$ cat config.mk
export PLATFORM = sky130hd
export DESIGN_NAME = sobel_frame_ctrl_flat
export DESIGN_NICKNAME = d
export VERILOG_FILES = /design/src/rtl/sobel_frame_ctrl_if.sv /design/src/rtl/sobel_frame_ctrl.sv /design/src/flat_wrapper.sv
export SDC_FILE = /design/constraint.sdc
export NUM_CORES = 1
export LEC_CHECK = 0
export BUFFER_PORTS_ARGS = -buffer_cell sky130_fd_sc_hd__buf_4
export CAP_MARGIN = 20
export CELL_PAD_IN_SITES_DETAIL_PLACEMENT = 2
export CELL_PAD_IN_SITES_GLOBAL_PLACEMENT = 2
export CORE_MARGIN = 2
export CORE_UTILIZATION = 33
export CTS_CLUSTER_SIZE = 12
export DETAILED_ROUTE_END_ITERATION = 12
export HOLD_SLACK_MARGIN = 0.02
export PLACE_DENSITY = 0.74
export SKIP_CTS_REPAIR_TIMING = 1
export SLEW_MARGIN = 10
export SYNTH_ARGS = -nofsm -noshare
export SYNTH_HDL_FRONTEND = slang
export SYNTH_SLANG_ARGS = --single-unit
$ cat constraint.sdc
create_clock -name clk -period 3.3 [get_ports clk]
set_input_delay 0.165 -clock clk [delete_from_list [all_inputs] [get_ports clk]]
set_output_delay 0.165 -clock clk [all_outputs]
set_load 0.05 [all_outputs]
$ cat src/rtl/sobel_frame_ctrl_if.sv
// Bundle of the config, Sobel stream and per-frame result signals of sobel_frame_ctrl.
// The master drives config and stream and observes results. The slave is the controller.
interface sobel_frame_ctrl_if #(
  parameter int CNT_W = 20
);
  logic             cfg_wr;
  logic [10:0]      cfg_thresh;
  logic             cfg_en;
  logic             in_vsync;
  logic             in_href;
  logic             in_clken;
  logic             in_bit;
  logic [10:0]      thresh_act;
  logic             sobel_en;
  logic             busy;
  logic             frame_done;
  logic [CNT_W-1:0] edge_count;
  logic             pix_err;
  logic             line_err;
  logic [15:0]      frame_cnt;

  modport master (
    output cfg_wr, cfg_thresh, cfg_en, in_vsync, in_href, in_clken, in_bit,
    input  thresh_act, sobel_en, busy, frame_done, edge_count, pix_err, line_err, frame_cnt
  );

  modport slave (
    input  cfg_wr, cfg_thresh, cfg_en, in_vsync, in_href, in_clken, in_bit,
    output thresh_act, sobel_en, busy, frame_done, edge_count, pix_err, line_err, frame_cnt
  );
endinterface

$ cat src/rtl/sobel_frame_ctrl.sv
// Frame-level controller for the Sobel edge stage. Threshold and enable are shadowed so they
// change only on a frame start. Frame geometry is checked, edge pixels are counted, and results
// are published once per frame with a one-cycle done pulse.
module sobel_frame_ctrl #(
  parameter int IMG_HDISP      = 1024,
  parameter int IMG_VDISP      = 720,
  parameter int THRESH_DEFAULT = 80,
  parameter int CNT_W          = 20
) (
  input  logic               clk,
  input  logic               rst,
  sobel_frame_ctrl_if.slave  bus
);

  typedef enum logic [1:0] {IDLE, ARM, ACTIVE, DONE} state_e;

  localparam logic [10:0]      HDISP    = 11'(IMG_HDISP);
  localparam logic [11:0]      VDISP    = 12'(IMG_VDISP);
  localparam logic [10:0]      THR_RST  = 11'(THRESH_DEFAULT);
  localparam logic [10:0]      PIX_MAX  = '1;
  localparam logic [11:0]      LINE_MAX = '1;
  localparam logic [CNT_W-1:0] EDGE_MAX = '1;

  state_e           state_q, state_d;
  logic             vs_q, hr_q;
  logic [10:0]      pend_thresh_q, pend_thresh_d;
  logic             pend_en_q, pend_en_d;
  logic [10:0]      thresh_act_q, thresh_act_d;
  logic             sobel_en_q, sobel_en_d;
  logic [10:0]      pix_w_q, pix_w_d;
  logic [11:0]      line_w_q, line_w_d;
  logic [CNT_W-1:0] edge_w_q, edge_w_d;
  logic             pix_err_w_q, pix_err_w_d;
  logic [CNT_W-1:0] edge_count_q, edge_count_d;
  logic             pix_err_q, pix_err_d;
  logic             line_err_q, line_err_d;
  logic [15:0]      frame_cnt_q, frame_cnt_d;

  logic             vs_rise, vs_fall, hr_fall, beat;
  logic [10:0]      pix_nx;
  logic [11:0]      line_nx;
  logic [CNT_W-1:0] edge_nx;
  logic             pix_err_nx;

  assign vs_rise = bus.in_vsync & ~vs_q;
  assign vs_fall = ~bus.in_vsync & vs_q;
  assign hr_fall = ~bus.in_href & hr_q;
  assign beat    = bus.in_clken & bus.in_href;

  // Working-counter update for this cycle. A line ending on the vs_fall cycle is folded in here,
  // so the result compare below sees it.
  always_comb begin
    // NOTE: every signal gets a default before any branch, so no path can infer a latch.
    pix_nx     = pix_w_q;
    line_nx    = line_w_q;
    edge_nx    = edge_w_q;
    pix_err_nx = pix_err_w_q;
    if (hr_fall) begin
      pix_err_nx = pix_err_w_q | (pix_w_q != HDISP);
      line_nx    = (line_w_q == LINE_MAX) ? line_w_q : line_w_q + 12'd1;
      pix_nx     = '0;
    end else if (beat && pix_w_q != PIX_MAX) begin
      pix_nx = pix_w_q + 11'd1;
    end
    if (beat && bus.in_bit && edge_w_q != EDGE_MAX) begin
      edge_nx = edge_w_q + 1'b1;
    end
  end

  // Next-state, shadow-register and result logic of the frame FSM.
  always_comb begin
    state_d       = state_q;
    pend_thresh_d = pend_thresh_q;
    pend_en_d     = pend_en_q;
    thresh_act_d  = thresh_act_q;
    sobel_en_d    = sobel_en_q;
    pix_w_d       = pix_w_q;
    line_w_d      = line_w_q;
    edge_w_d      = edge_w_q;
    pix_err_w_d   = pix_err_w_q;
    edge_count_d  = edge_count_q;
    pix_err_d     = pix_err_q;
    line_err_d    = line_err_q;
    frame_cnt_d   = frame_cnt_q;

    // A write on the frame-start cycle lands after the shadow copy below reads the old value.
    if (bus.cfg_wr) begin
      pend_thresh_d = bus.cfg_thresh;
      pend_en_d     = bus.cfg_en;
    end

    case (state_q)
      IDLE: if (pend_en_q) state_d = ARM;
      ARM: begin
        if (!pend_en_q) begin
          state_d = IDLE;
        end else if (vs_rise) begin
          state_d      = ACTIVE;
          thresh_act_d = pend_thresh_q;
          sobel_en_d   = 1'b1;
          pix_w_d      = '0;
          line_w_d     = '0;
          edge_w_d     = '0;
          pix_err_w_d  = 1'b0;
        end
      end
      ACTIVE: begin
        pix_w_d     = pix_nx;
        line_w_d    = line_nx;
        edge_w_d    = edge_nx;
        pix_err_w_d = pix_err_nx;
        if (vs_fall) begin
          state_d      = DONE;
          edge_count_d = edge_nx;
          pix_err_d    = pix_err_nx;
          line_err_d   = (line_nx != VDISP);
          frame_cnt_d  = frame_cnt_q + 16'd1;
        end
      end
      DONE: begin
        if (pend_en_q) begin
          state_d = ARM;
        end else begin
          state_d    = IDLE;
          sobel_en_d = 1'b0;
        end
      end
      default: state_d = IDLE;
    endcase
  end

  // State, edge-detect and result registers.
  always_ff @(posedge clk or posedge rst) begin
    if (rst) begin
      state_q       <= IDLE;
      vs_q          <= 1'b0;
      hr_q          <= 1'b0;
      pend_thresh_q <= THR_RST;
      pend_en_q     <= 1'b0;
      thresh_act_q  <= THR_RST;
      sobel_en_q    <= 1'b0;
      pix_w_q       <= '0;
      line_w_q      <= '0;
      edge_w_q      <= '0;
      pix_err_w_q   <= 1'b0;
      edge_count_q  <= '0;
      pix_err_q     <= 1'b0;
      line_err_q    <= 1'b0;
      frame_cnt_q   <= '0;
    end else begin
      // NOTE: non-blocking assignments so every flop samples pre-edge values.
      state_q       <= state_d;
      vs_q          <= bus.in_vsync;
      hr_q          <= bus.in_href;
      pend_thresh_q <= pend_thresh_d;
      pend_en_q     <= pend_en_d;
      thresh_act_q  <= thresh_act_d;
      sobel_en_q    <= sobel_en_d;
      pix_w_q       <= pix_w_d;
      line_w_q      <= line_w_d;
      edge_w_q      <= edge_w_d;
      pix_err_w_q   <= pix_err_w_d;
      edge_count_q  <= edge_count_d;
      pix_err_q     <= pix_err_d;
      line_err_q    <= line_err_d;
      frame_cnt_q   <= frame_cnt_d;
    end
  end

  assign bus.thresh_act = thresh_act_q;
  assign bus.sobel_en   = sobel_en_q;
  assign bus.busy       = (state_q == ACTIVE);
  assign bus.frame_done = (state_q == DONE);
  assign bus.edge_count = edge_count_q;
  assign bus.pix_err    = pix_err_q;
  assign bus.line_err   = line_err_q;
  assign bus.frame_cnt  = frame_cnt_q;

endmodule

$ cat src/flat_wrapper.sv
// flat-port wrapper written by rule: the top's interface ports become plain ports
module sobel_frame_ctrl_flat 
#(
  parameter int IMG_HDISP      = 1024,
  parameter int IMG_VDISP      = 720,
  parameter int THRESH_DEFAULT = 80,
  parameter int CNT_W          = 20
)
  (clk, rst, bus_cfg_wr, bus_cfg_thresh, bus_cfg_en, bus_in_vsync, bus_in_href, bus_in_clken, bus_in_bit, bus_thresh_act, bus_sobel_en, bus_busy, bus_frame_done, bus_edge_count, bus_pix_err, bus_line_err, bus_frame_cnt);
  sobel_frame_ctrl_if #(.CNT_W(CNT_W)) bus_i ();
  input  logic clk;
  input  logic rst;
  input wire logic [$bits(bus_i.cfg_wr)-1:0] bus_cfg_wr;
  input wire logic [$bits(bus_i.cfg_thresh)-1:0] bus_cfg_thresh;
  input wire logic [$bits(bus_i.cfg_en)-1:0] bus_cfg_en;
  input wire logic [$bits(bus_i.in_vsync)-1:0] bus_in_vsync;
  input wire logic [$bits(bus_i.in_href)-1:0] bus_in_href;
  input wire logic [$bits(bus_i.in_clken)-1:0] bus_in_clken;
  input wire logic [$bits(bus_i.in_bit)-1:0] bus_in_bit;
  output wire logic [$bits(bus_i.thresh_act)-1:0] bus_thresh_act;
  output wire logic [$bits(bus_i.sobel_en)-1:0] bus_sobel_en;
  output wire logic [$bits(bus_i.busy)-1:0] bus_busy;
  output wire logic [$bits(bus_i.frame_done)-1:0] bus_frame_done;
  output wire logic [$bits(bus_i.edge_count)-1:0] bus_edge_count;
  output wire logic [$bits(bus_i.pix_err)-1:0] bus_pix_err;
  output wire logic [$bits(bus_i.line_err)-1:0] bus_line_err;
  output wire logic [$bits(bus_i.frame_cnt)-1:0] bus_frame_cnt;
  assign bus_i.cfg_wr = bus_cfg_wr;
  assign bus_i.cfg_thresh = bus_cfg_thresh;
  assign bus_i.cfg_en = bus_cfg_en;
  assign bus_i.in_vsync = bus_in_vsync;
  assign bus_i.in_href = bus_in_href;
  assign bus_i.in_clken = bus_in_clken;
  assign bus_i.in_bit = bus_in_bit;
  assign bus_thresh_act = bus_i.thresh_act;
  assign bus_sobel_en = bus_i.sobel_en;
  assign bus_busy = bus_i.busy;
  assign bus_frame_done = bus_i.frame_done;
  assign bus_edge_count = bus_i.edge_count;
  assign bus_pix_err = bus_i.pix_err;
  assign bus_line_err = bus_i.line_err;
  assign bus_frame_cnt = bus_i.frame_cnt;
  sobel_frame_ctrl #(.IMG_HDISP(IMG_HDISP), .IMG_VDISP(IMG_VDISP), .THRESH_DEFAULT(THRESH_DEFAULT), .CNT_W(CNT_W)) u_core (.clk(clk), .rst(rst), .bus(bus_i));
endmodule
==> results of run 1 <==
registers in the layout (all words and copies together) (netlist names), named ones only:
| name | count |
|---|---|
| u_core.bus.frame_cnt | 16 |
| u_core.hr_q | 1 |
| u_core.pend_en_q | 1 |
| u_core.edge_w_q | 20 |
| u_core.bus.line_err | 1 |
| u_core.pend_thresh_q | 11 |
| u_core.bus.edge_count | 20 |
| u_core.bus.pix_err | 1 |
| u_core.bus.thresh_act | 11 |
| u_core.vs_q | 1 |
| u_core.bus.sobel_en | 1 |
| u_core.pix_err_w_q | 1 |
| u_core.line_w_q | 12 |
| u_core.state_q | 1 |
| u_core.pix_w_q | 11 |
per-layer routing:
| layer | part of all wire [%] | vias to the layer above | GRT usage, % |
|---|---|---|---|
| met3 | 1.5 | 15 | 2.806 |
| li1 | - | 2161 | - |
| met5 | 0 | - | 0 |
| met1 | 44 | 2358 | 22.15 |
| met2 | 53 | 38 | 32.80 |
| met4 | 1.2 | 0 | 4.977 |
critical path: cells and delay by family, from the launching register on:
kind	cells	cell delay (ns)
AO/OA/AOI/OAI	2	0.71
XOR/XNOR	1	0.15
flip-flops	1	0.52
AND/OR/NAND/NOR	3	0.85
cell families after synthesis:
| kind of cell | after synthesis | share of synthesized area, % |
|---|---|---|
| AND/OR/NAND/NOR | 231 | 21.46 |
| multiplexers | 24 | 4.678 |
| XOR/XNOR | 40 | 6.120 |
| flip-flops | 110 | 48.17 |
| buffers and inverters | 47 | 4.284 |
| AO/OA/AOI/OAI | 113 | 13.09 |
| adder cells (fa/ha/maj) | 10 | 2.186 |
worst max-delay path by stage:
stage | to | cells after the start | start | slack (ns)
after floorplan | async pin | 1 | rst | 0.24
after detailed placement | u_core.bus.edge_count[7]$_DFFE_PP0P_ | 6 | u_core.edge_w_q[6]$_DFFE_PP0P_ | 0.96
after global placement | u_core.bus.edge_count[7]$_DFFE_PP0P_ | 6 | u_core.edge_w_q[6]$_DFFE_PP0P_ | 1.07
after CTS | u_core.bus.frame_cnt[15]$_DFFE_PP0P_ | 8 | u_core.state_q[0]$_DFFE_PP0P_ | 0.92
final | u_core.bus.edge_count[7]$_DFFE_PP0P_ | 6 | u_core.edge_w_q[6]$_DFFE_PP0P_ | 0.94
after global routing | u_core.bus.frame_cnt[15]$_DFFE_PP0P_ | 8 | u_core.state_q[0]$_DFFE_PP0P_ | 0.67
synth_stat cells, drive strengths merged, types with 3 or more instances:
cell type,n
xnor2,22
and4,8
ha,10
or3,5
buf,13
a31oi,5
clkbuf,15
o211ai,3
a211o,3
o21ai,44
o31ai,7
and3,10
a21oi,18
inv,19
nand2,84
nand4,17
mux2,22
nor3,14
or2,4
nand3b,4
o41ai,3
o22ai,3
xor2,18
a22o,5
and2,5
nand3,29
a21o,5
nand2b,3
nor2,38
nor4,5
dfstp,4
dfrtp,106
layout make-up:
class / instances / area (sq um)
clock buffers: 9 / 225.2
clock inverters: 7 / 55.05
fillers: 1851 / 10400
inverters: 19 / 73.82
multi-input cells: 418 / 2721
flip-flops and latches: 110 / 2758
well taps: 225 / 281.5
repair buffers: 79 / 598.1
stage by stage:
step / power, W / worst slack (ns) / hold slack, ns / area [sq um]
finish: 0.004054 / 0.9440 / -0.003691 / 6713
global route: 0.004270 / 0.6707 / 0.02203 / 6713
CTS: 0.004120 / 0.9152 / -0.08063 / 6693
detailed placement: 0.003030 / 0.9608 / 0.3012 / 6412
global placement: 0.002960 / 1.069 / 0.2984 / 6412
floorplan: 0.002558 / 0.2393 / 0.1964 / 5724
power groups by stage:
stage / logic, W / registers [W] / clock network, W
floorplan: 0.000554 / 0.00200 / 0
global placement: 0.00134 / 0.00162 / 0
detailed placement: 0.00139 / 0.00164 / 0
CTS: 0.00139 / 0.00162 / 0.00111
global route: 0.00148 / 0.00164 / 0.00116
finish: 0.00137 / 0.00161 / 0.00107
==> results.md, run 1 <==
- Number of remaining DRC errors: 0
- Arrival time at the worst endpoint: around 2.6 ns
- Root Buffer: clkbuf_16
- I/O pins: between 70 and 80
- Initial detailed-routing violation count: 161
- P_int: 0.002425 W
- Combinational Power Share: ~34%
- Commonest non-fill, non-tap cell in the layout: dfrtp_1
- CP required: between 3 and 4 ns
- Area Growth Syn to Fin: 17.27%
- Post-synthesis cell type count: 75
- Slowest CP cell: o31ai_4
- Initial antenna violation count: 0
- Crit path cell chain: nand3_1 -> or2_1 -> o31ai_4 -> or3_1 -> xor2_1 -> o21ai_0
- Tcrit/Tclk final: between 70 and 80%
- Sw frac: between 40 and 50%
- Tmin final: ~2.4 ns
- Avg WL per Cell: around 18 microns
- Antenna-violating nets left: 0
- RR Startpoint: u_core.edge_w_q[6]$_DFFE_PP0P_
- Hold Crit Class: input port to async pin
- H-tree depth: 3
- Share of layout cells above drive strength 1: a little under a quarter
- Maximum buffer depth of the clock tree: 2
- Tot GR Track Use: between 10% and 20%
- Cell Pwr Density: 603.9 nW/um^2
- Clock insertion delay at the later pin of the skew report: ~0.36 ns
- FF+latch count, synth: 110
- Synthesized net count: 604
- Worst slew pin tran: 0.8801 ns
- Total Die Area: roughly 18000 sq um
- Slew headroom: 41.33%
- Critical Path Sink Type: flip-flop
- TritonRoute pass-1 iters: 4
- Peak VDD IR: 0.3139 mV
- Total number of vias: roughly 4600
- Diodes inserted: 0
- CP Launch Type: flip-flop
- Final Net Count: between 600 and 700
- Final setup skew: ~0.0075 ns
- Setup TNS: 0 ns
- Effective utilization at floorplan: 33.44%
- Final wirelength: ~16 mm
- Synth area leaders: dfrtp_1 (46%), nand2_1 (5.5%), mux2_2 (4.3%)
- Largest net degree at the start of global routing: approximately 70
- Num CTS Buffers: 9
- Clock sinks: 110
- RSZ-0062 raised after global routing: false
- Worst-path maximum fanout: 12
- I/O Buffers: 70
- Ys Warns: 0
- Fraction of registers with async set/reset: 100.0%
- Dpl hpwl: roughly 12 mm
- Routability Congestion: 0.8095
- Number of synthesized flops with an enable pin: 0
- Run status: complete, but fails checks
- Total grt overflow: 0
- Hold WS: -0.003691 ns
- Die height: 135.7 microns
- Synth Cell Area: approximately 5700 sq um
- Psw: ~0.0016 W
- Syn avg cell area: roughly 10 sq um
- DR vias/cell: between 5 and 6
- Delay of the slowest cell on the worst path: ~0.63 ns
- FMAX: between 400 and 500 MHz
- TritonCTS clock tree: built
- Leading cell types in the layout, fill and taps excluded: dfrtp_1 (106), nand2_1 (84), buf_4 (77)
- Hold Fails Final Rpt: 4
- Finish-stage setup viols: 0
- Inst Count DP: 849
- Sequential share of power: 39.7%
- Mapped Cells: about 580
- Max Slew Vio Count: 0
- CP Class: flip-flop to flip-flop
- Yosys top cell by area: dfrtp_1
- Vias in the first global route: ~5100
- Clk network pwr share: roughly a quarter
- Clk pin slew, worst setup/hold paths: 0.08 ns
- Failing checks: negative hold slack
- DIE WIDTH: ~140 microns
- Reg2reg setup slack: between 0.9 and 1 ns
- Worst R2R Path Depth: 6
- Main flop type after synthesis: dfrtp_1
- Final Util: between 30% and 40%
- Max Cap Viol: 0
- Core area: roughly 17000 sq um
- FP Rows: 48
- RR Endpoint: u_core.bus.edge_count[7]$_DFFE_PP0P_
- Global-route wire length before repair: about 26 mm
- Final cell count without fillers: about 870
- Static leakage: 2.921 nW
- Post-synth top area share: 46.34%
- Post-synthesis sequential area ratio: 48.17%
Power figures use the tool's default switching activity.
==> inputs of run 2 (changes only) <==
--- a/config.mk
+++ b/config.mk
@@ -10,11 +10,11 @@
 export CELL_PAD_IN_SITES_DETAIL_PLACEMENT = 2
 export CELL_PAD_IN_SITES_GLOBAL_PLACEMENT = 2
 export CORE_MARGIN = 2
-export CORE_UTILIZATION = 33
+export CORE_UTILIZATION = 37
 export CTS_CLUSTER_SIZE = 12
 export DETAILED_ROUTE_END_ITERATION = 12
 export HOLD_SLACK_MARGIN = 0.02
-export PLACE_DENSITY = 0.74
+export PLACE_DENSITY = 0.79
 export SKIP_CTS_REPAIR_TIMING = 1
 export SLEW_MARGIN = 10
 export SYNTH_ARGS = -nofsm -noshare
==> constraint.sdc (replaced) <==
create_clock -name clk -period 2.45 [get_ports clk]
set_input_delay 0.1225 -clock clk [delete_from_list [all_inputs] [get_ports clk]]
set_output_delay 0.1225 -clock clk [all_outputs]
set_load 0.05 [all_outputs]
==> run 2 against run 1 <==
  * The flow now finishes without violations
  * Sequential share of layout area fell by 1.0 points
  * Clock power up 54%
  * Die area decreased by 11%
  * First-iteration DRC count up 17%
  * Final cell count decreased by 2.3%
  * Critical path depth unchanged
  * Register-to-register slack worse by 0.80 ns
  * Total power up 43%
  * Routed wire length is 11% higher
  * Maximum frequency is 2.0% higher
  * Largest power group unchanged
==> results.md, run 2 (synthesis gave the netlist of run 1 again) <==
- Run status: complete, no violations
- Area Growth Syn to Fin: 20.33%
- Critical Path Sink Type: flip-flop
- Tcrit/Tclk final: 94.29% (+23 points)
- Slew headroom: 40.87% (-0.46 points)
- Leading cell types in the layout, fill and taps excluded: dfrtp_1 (106), nand2_1 (84), buf_4 (81)
- Worst slew pin tran: 0.8869 ns (+0.006886 ns)
- Hold Crit Class: input port to flip-flop
- Fillcell total: 1542 (-17%)
- Max Slew Vio Count: 0 (unchanged)
- Root Buffer: clkbuf_16
- Dpl hpwl: 12.05 mm (+4.7%)
- CP Launch Type: flip-flop
- Worst Path Buf+Inv: 0 (unchanged)
- Max Cap Viol: 0 (unchanged)
- Finish-stage setup viols: 0 (unchanged)
- Diodes inserted: 0 (unchanged)
- TritonCTS clock tree: built
- Initial detailed-routing violation count: 188 (+17%)
- Final Net Count: 683 (+2.6%)
- Num CTS Buffers: 9 (unchanged)
- Uppermost layer routed: met4
- Largest net degree at the start of global routing: 68 (-4.2%)
- Tmin final: 2.310 ns (-0.04594 ns)
- Crit path cell chain: nand4_1 -> nor4_4 -> nor2_1 -> or3_1 -> a211oi_1 -> a31oi_1
- Effective utilization at floorplan: 37.79% (+4.4 points)
- Arrival time at the worst endpoint: 2.54 ns (-0.05 ns)
- Slowest CP cell: dfrtp_1
- Met2 wire len: 9.795 mm (+15%)
- I/O pins: 71 (unchanged)
- Worst path top cell family by delay: simple AND/OR/NAND/NOR gates
- Commonest non-fill, non-tap cell in the layout: dfrtp_1
- Cell Pwr Density: 839.7 nW/um^2 (+39%)
- H-tree depth: 3 (unchanged)
- Global-route wire length before repair: 27.72 mm (+5.2%)
- Tot GR Track Use: 21.31% (+3.2 points)
- Avg WL per Cell: 21.01 microns (+14%)
- Number of remaining DRC errors: 0 (unchanged)
- Clock insertion delay at the later pin of the skew report: 0.36 ns (about the same)
- M1 wire length: 7.047 mm (+0.11%)
- Worst-path maximum fanout: 9 (-3)
- CP Class: flip-flop to flip-flop
- Static leakage: 3.031 nW (+3.8%)
- Total Die Area: 16480 sq um (-11%)
- Area of the multi-input gates: 2733 sq um (+0.41%)
- Final wirelength: 17.79 mm (+11%)
- Share of layout cells above drive strength 1: 23.07% (+0.17 points)
- Peak VDD IR: 0.3942 mV (+26%)
- DR vias/cell: 5.653 (+7.2%)
- PnR Total Power: 0.005784 W (+43%)
- TritonRoute pass-1 iters: 4 (unchanged)
- Final setup skew: 0.01383 ns (+0.006373 ns)
- Clock sinks: 110 (unchanged)
- Delay of the slowest cell on the worst path: 0.53 ns (-0.10 ns)
- Initial antenna violation count: 0 (unchanged)
- DIE WIDTH: 128.4 microns (-5.4%)
- Die height: 128.4 microns (-5.4%)
- I/O Buffers: 70 (unchanged)
- Routed met3 length: 384 microns (+55%)
- Final Util: 45.48% (+6.3 points)
- Maximum buffer depth of the clock tree: 2 (unchanged)
- Clk pin slew, worst setup/hold paths: 0.09 ns (about the same)
- Antenna-violating nets left: 0 (unchanged)
- Hold Fails Final Rpt: 0 (-4)
- Total grt overflow: 0 (unchanged)
- CP required: 2.68 ns (-0.85 ns)
- FP Rows: 45 (-6.3%)
- Routability Congestion: 0.8564 (+5.8%)
- FMAX: 432.9 MHz (+2.0%)
- Total number of vias: 4788 (+4.7%)
- Core area: 15150 sq um (-12%)
- Vias in the first global route: 5195 (+2.5%)
- Reg area: 2758 sq um (unchanged)
run 2: area by class of cell:
| class | count | share of cell area, % |
|---|---|---|
| Tap cell | 188 | 3.415 |
| Sequential cell | 110 | 40.04 |
| Multi-Input combinational cell | 418 | 39.67 |
| Clock inverter | 7 | 1.508 |
| Clock buffer | 9 | 3.270 |
| Timing Repair Buffer | 96 | 11.01 |
| Inverter | 19 | 1.090 |
run 2: metal layers:
| layer | global-route usage (%) | vias up |
|---|---|---|
| li1 | - | 2198 |
| met1 | 24.56 | 2476 |
| met2 | 39.80 | 74 |
| met3 | 3.742 | 40 |
| met4 | 7.175 | 0 |
| met5 | 0 | - |
run 2: path summary, 6_finish.rpt:
check                                                 startpoint                               endpoint  slack, ns  depth (start not counted)
max reg2reg                       u_core.line_w_q[8]$_DFFE_PP0P_        u_core.bus.line_err$_DFFE_PP0P_       0.14                          6
max                               u_core.line_w_q[8]$_DFFE_PP0P_        u_core.bus.line_err$_DFFE_PP0P_       0.14                          6
min in group asynchronous                                    rst   u_core.bus.thresh_act[9]$_DFFE_PP0P_       0.49                          4
min                                                   bus_cfg_wr    u_core.pend_thresh_q[6]$_DFFE_PP1P_       0.16                          2
max in group asynchronous                                    rst         u_core.line_w_q[6]$_DFFE_PP0P_       1.24                          4
min reg2reg                u_core.bus.edge_count[11]$_DFFE_PP0P_  u_core.bus.edge_count[11]$_DFFE_PP0P_       0.49                          2
run 2: per-stage QoR:
stage | instances | instance area (sq um) | worst slack (ns) | TNS (ns) | hold slack, ns
floorplan | 575 | 5731 | 0.1766 | 0 | 0.1539
global placement | 816 | 6400 | 0.3187 | 0 | 0.2560
detailed placement | 816 | 6400 | 0.2572 | 0 | 0.2621
CTS | 832 | 6729 | 0.2167 | 0 | -0.1177
global route | 847 | 6888 | -0.09730 | -0.1028 | 0.1754
finish | 847 | 6888 | 0.1399 | 0 | 0.1614
run 2: power by group:
part,internal [W],total [W],switching [W]
registers,0.00202,0.00220,0.000176
logic,0.000575,0.00193,0.00136
clock network,0.000913,0.00165,0.000741
total,0.00351,0.00578,0.00227
run 2: worst register-to-register path, stage by stage, from the launching register on:
cell and delay (ns):
dfrtp_1 0.53, nand4_1 0.35, nor4_4 0.37, nor2_1 0.15, or3_1 0.35, a211oi_1 0.31, a31oi_1 0.12
==> inputs of run 3 (changes only) <==
--- a/config.mk
+++ b/config.mk
@@ -15,6 +15,7 @@
 export DETAILED_ROUTE_END_ITERATION = 12
 export HOLD_SLACK_MARGIN = 0.02
 export PLACE_DENSITY = 0.79
+export REMOVE_ABC_BUFFERS = 1
 export SKIP_CTS_REPAIR_TIMING = 1
 export SLEW_MARGIN = 10
 export SYNTH_ARGS = -nofsm -noshare
==> run 3 against run 2 <==
  * Die area unchanged
  * Maximum frequency about the same
  * Largest cell class unchanged
  * First-iteration DRC count decreased by 9.6%
  * Design area increased by 0.20%
  * Largest power group unchanged
==> results.md, run 3 (synthesis gave the netlist of run 1 again) <==
- Worst path top cell family by delay: simple AND/OR/NAND/NOR gates
- Routed met3 length: 399 microns (+3.9%)
- FMAX: 432.8 MHz (about the same)
- TritonRoute pass-1 iters: 4 (unchanged)
- Critical Path Sink Type: flip-flop
- Tcrit/Tclk final: 94.31% (about the same)
- Share of layout cells above drive strength 1: 23.41% (+0.35 points)
- CP Launch Type: flip-flop
- Delay of the slowest cell on the worst path: 0.46 ns (-0.07 ns)
- Hold Fails Final Rpt: 0 (unchanged)
- Clk pin slew, worst setup/hold paths: 0.09 ns (about the same)
- Die height: 128.4 microns (unchanged)
- Max Cap Viol: 0 (unchanged)
- Worst Path Buf+Inv: 1 (+1)
- Uppermost layer routed: met4
- Root Buffer: clkbuf_16
- Crit path cell chain: ha_1 -> inv_1 -> nor4_2 -> nor2_1 -> or3_1 -> a211oi_1 -> a31oi_1
- Final setup skew: 0.01501 ns (+0.001182 ns)
- Global-route wire length before repair: 27.64 mm (-0.27%)
- Slowest CP cell: dfrtp_1
- Antenna-violating nets left: 0 (unchanged)
- Num CTS Buffers: 9 (unchanged)
- Vias in the first global route: 5064 (-2.5%)
- CP required: 2.68 ns (about the same)
- Core area: 15150 sq um (unchanged)
- Total Die Area: 16480 sq um (unchanged)
- FP Rows: 45 (unchanged)
- Area Growth Syn to Fin: 20.57%
- Met2 wire len: 10.02 mm (+2.3%)
- Total grt overflow: 0 (unchanged)
- Hold Crit Class: input port to flip-flop
- Effective utilization at floorplan: 37.79% (unchanged)
- CP Class: flip-flop to flip-flop
- Tot GR Track Use: 21.41% (+0.10 points)
- Slew headroom: 57.57% (+17 points)
- Cell Pwr Density: 834.3 nW/um^2 (-0.64%)
- Largest net degree at the start of global routing: 57 (-16%)
- Final Util: 45.57% (+0.091 points)
- Finish-stage setup viols: 0 (unchanged)
- Worst-path maximum fanout: 7 (-2)
- Number of remaining DRC errors: 0 (unchanged)
- Clock sinks: 110 (unchanged)
- M1 wire length: 7.286 mm (+3.4%)
- Arrival time at the worst endpoint: 2.54 ns (about the same)
- Initial detailed-routing violation count: 170 (-9.6%)
- I/O pins: 71 (unchanged)
- Final wirelength: 17.91 mm (+0.67%)
- Dpl hpwl: 11.67 mm (-3.2%)
- DR vias/cell: 5.589 (-1.1%)
- Maximum buffer depth of the clock tree: 2 (unchanged)
- Final Net Count: 686 (+0.44%)
- Total number of vias: 4751 (-0.77%)
- Diodes inserted: 0 (unchanged)
- TritonCTS clock tree: built
- Tmin final: 2.311 ns (+0.0004870 ns)
- Worst slew pin tran: 0.6341 ns (-0.2528 ns)
- DIE WIDTH: 128.4 microns (unchanged)
- Setup TNS: 0 ns (unchanged)
- Static leakage: 3.036 nW (+0.15%)
- Routability Congestion: 0.8253 (-3.6%)
- Peak VDD IR: 0.4348 mV (+10%)
- Commonest non-fill, non-tap cell in the layout: dfrtp_1
- I/O Buffers: 70 (unchanged)
- Max Slew Vio Count: 0 (unchanged)
- Initial antenna violation count: 0 (unchanged)
- Clock insertion delay at the later pin of the skew report: 0.37 ns (about the same)
- Avg WL per Cell: 21.08 microns (+0.32%)
- Run status: complete, no violations
- Leading cell types in the layout, fill and taps excluded: dfrtp_1 (106), nand2_1 (84), buf_4 (83)
- H-tree depth: 3 (unchanged)
-- run 3: metal layers --
| metal | GRT usage (%) | up-vias |
|---|---|---|
| met1 | 26.42 | 2469 |
| met3 | 3.909 | 13 |
| met4 | 4.202 | 0 |
| met2 | 39.27 | 67 |
| li1 | - | 2202 |
| met5 | 0 | - |
-- run 3: final timing paths --
| kind | depth (start not counted) | end | slack, ns | startpoint |
|---|---|---|---|---|
| hold reg to reg | 2 | u_core.bus.edge_count[16]$_DFFE_PP0P_ | 0.49 | u_core.bus.edge_count[16]$_DFFE_PP0P_ |
| hold / removal | 2 | u_core.pend_en_q$_DFFE_PP0P_ | 0.12 | bus_cfg_wr |
| setup reg to reg | 7 | u_core.bus.line_err$_DFFE_PP0P_ | 0.14 | u_core.line_w_q[0]$_DFFE_PP0P_ |
| setup / recovery | 7 | u_core.bus.line_err$_DFFE_PP0P_ | 0.14 | u_core.line_w_q[0]$_DFFE_PP0P_ |
| max in group asynchronous | 4 | u_core.line_w_q[8]$_DFFE_PP0P_ | 1.41 | rst |
| min in group asynchronous | 3 | u_core.pend_thresh_q[10]$_DFFE_PP0P_ | 0.31 | rst |
-- run 3: stage by stage --
step / hold WS (ns) / instance area [sq um] / setup WS, ns / total power (W) / std cells
finish: 0.1176 / 6902 / 0.1395 / 0.005758 / 850
global route: 0.1262 / 6902 / -0.009473 / 0.006020 / 850
CTS: -0.2485 / 6746 / 0.1578 / 0.005742 / 835
floorplan: 0.1539 / 5550 / -0.6427 / 0.003383 / 547
detailed placement: 0.1445 / 6431 / 0.1713 / 0.004101 / 819
global placement: 0.1263 / 6431 / 0.2405 / 0.003999 / 819
-- run 3: final cells by class --
type | count | area [sq um]
fill | 1610 | 8244
multi-input combinational | 418 | 2726
timing repair buffer | 99 | 793.3
tap | 188 | 235.2
clock inverter | 6 | 76.32
clock buffer | 10 | 239.0
inverter | 19 | 73.82
sequential | 110 | 2758
-- run 3: power breakdown --
group / switching [W] / leakage [nW] / internal [W] / total [W]
combinational: 0.00140 / 1.42 / 0.000564 / 0.00196
clock: 0.000767 / 0.156 / 0.000842 / 0.00161
sequential: 0.000169 / 1.46 / 0.00202 / 0.00219
total: 0.00233 / 3.04 / 0.00343 / 0.00576
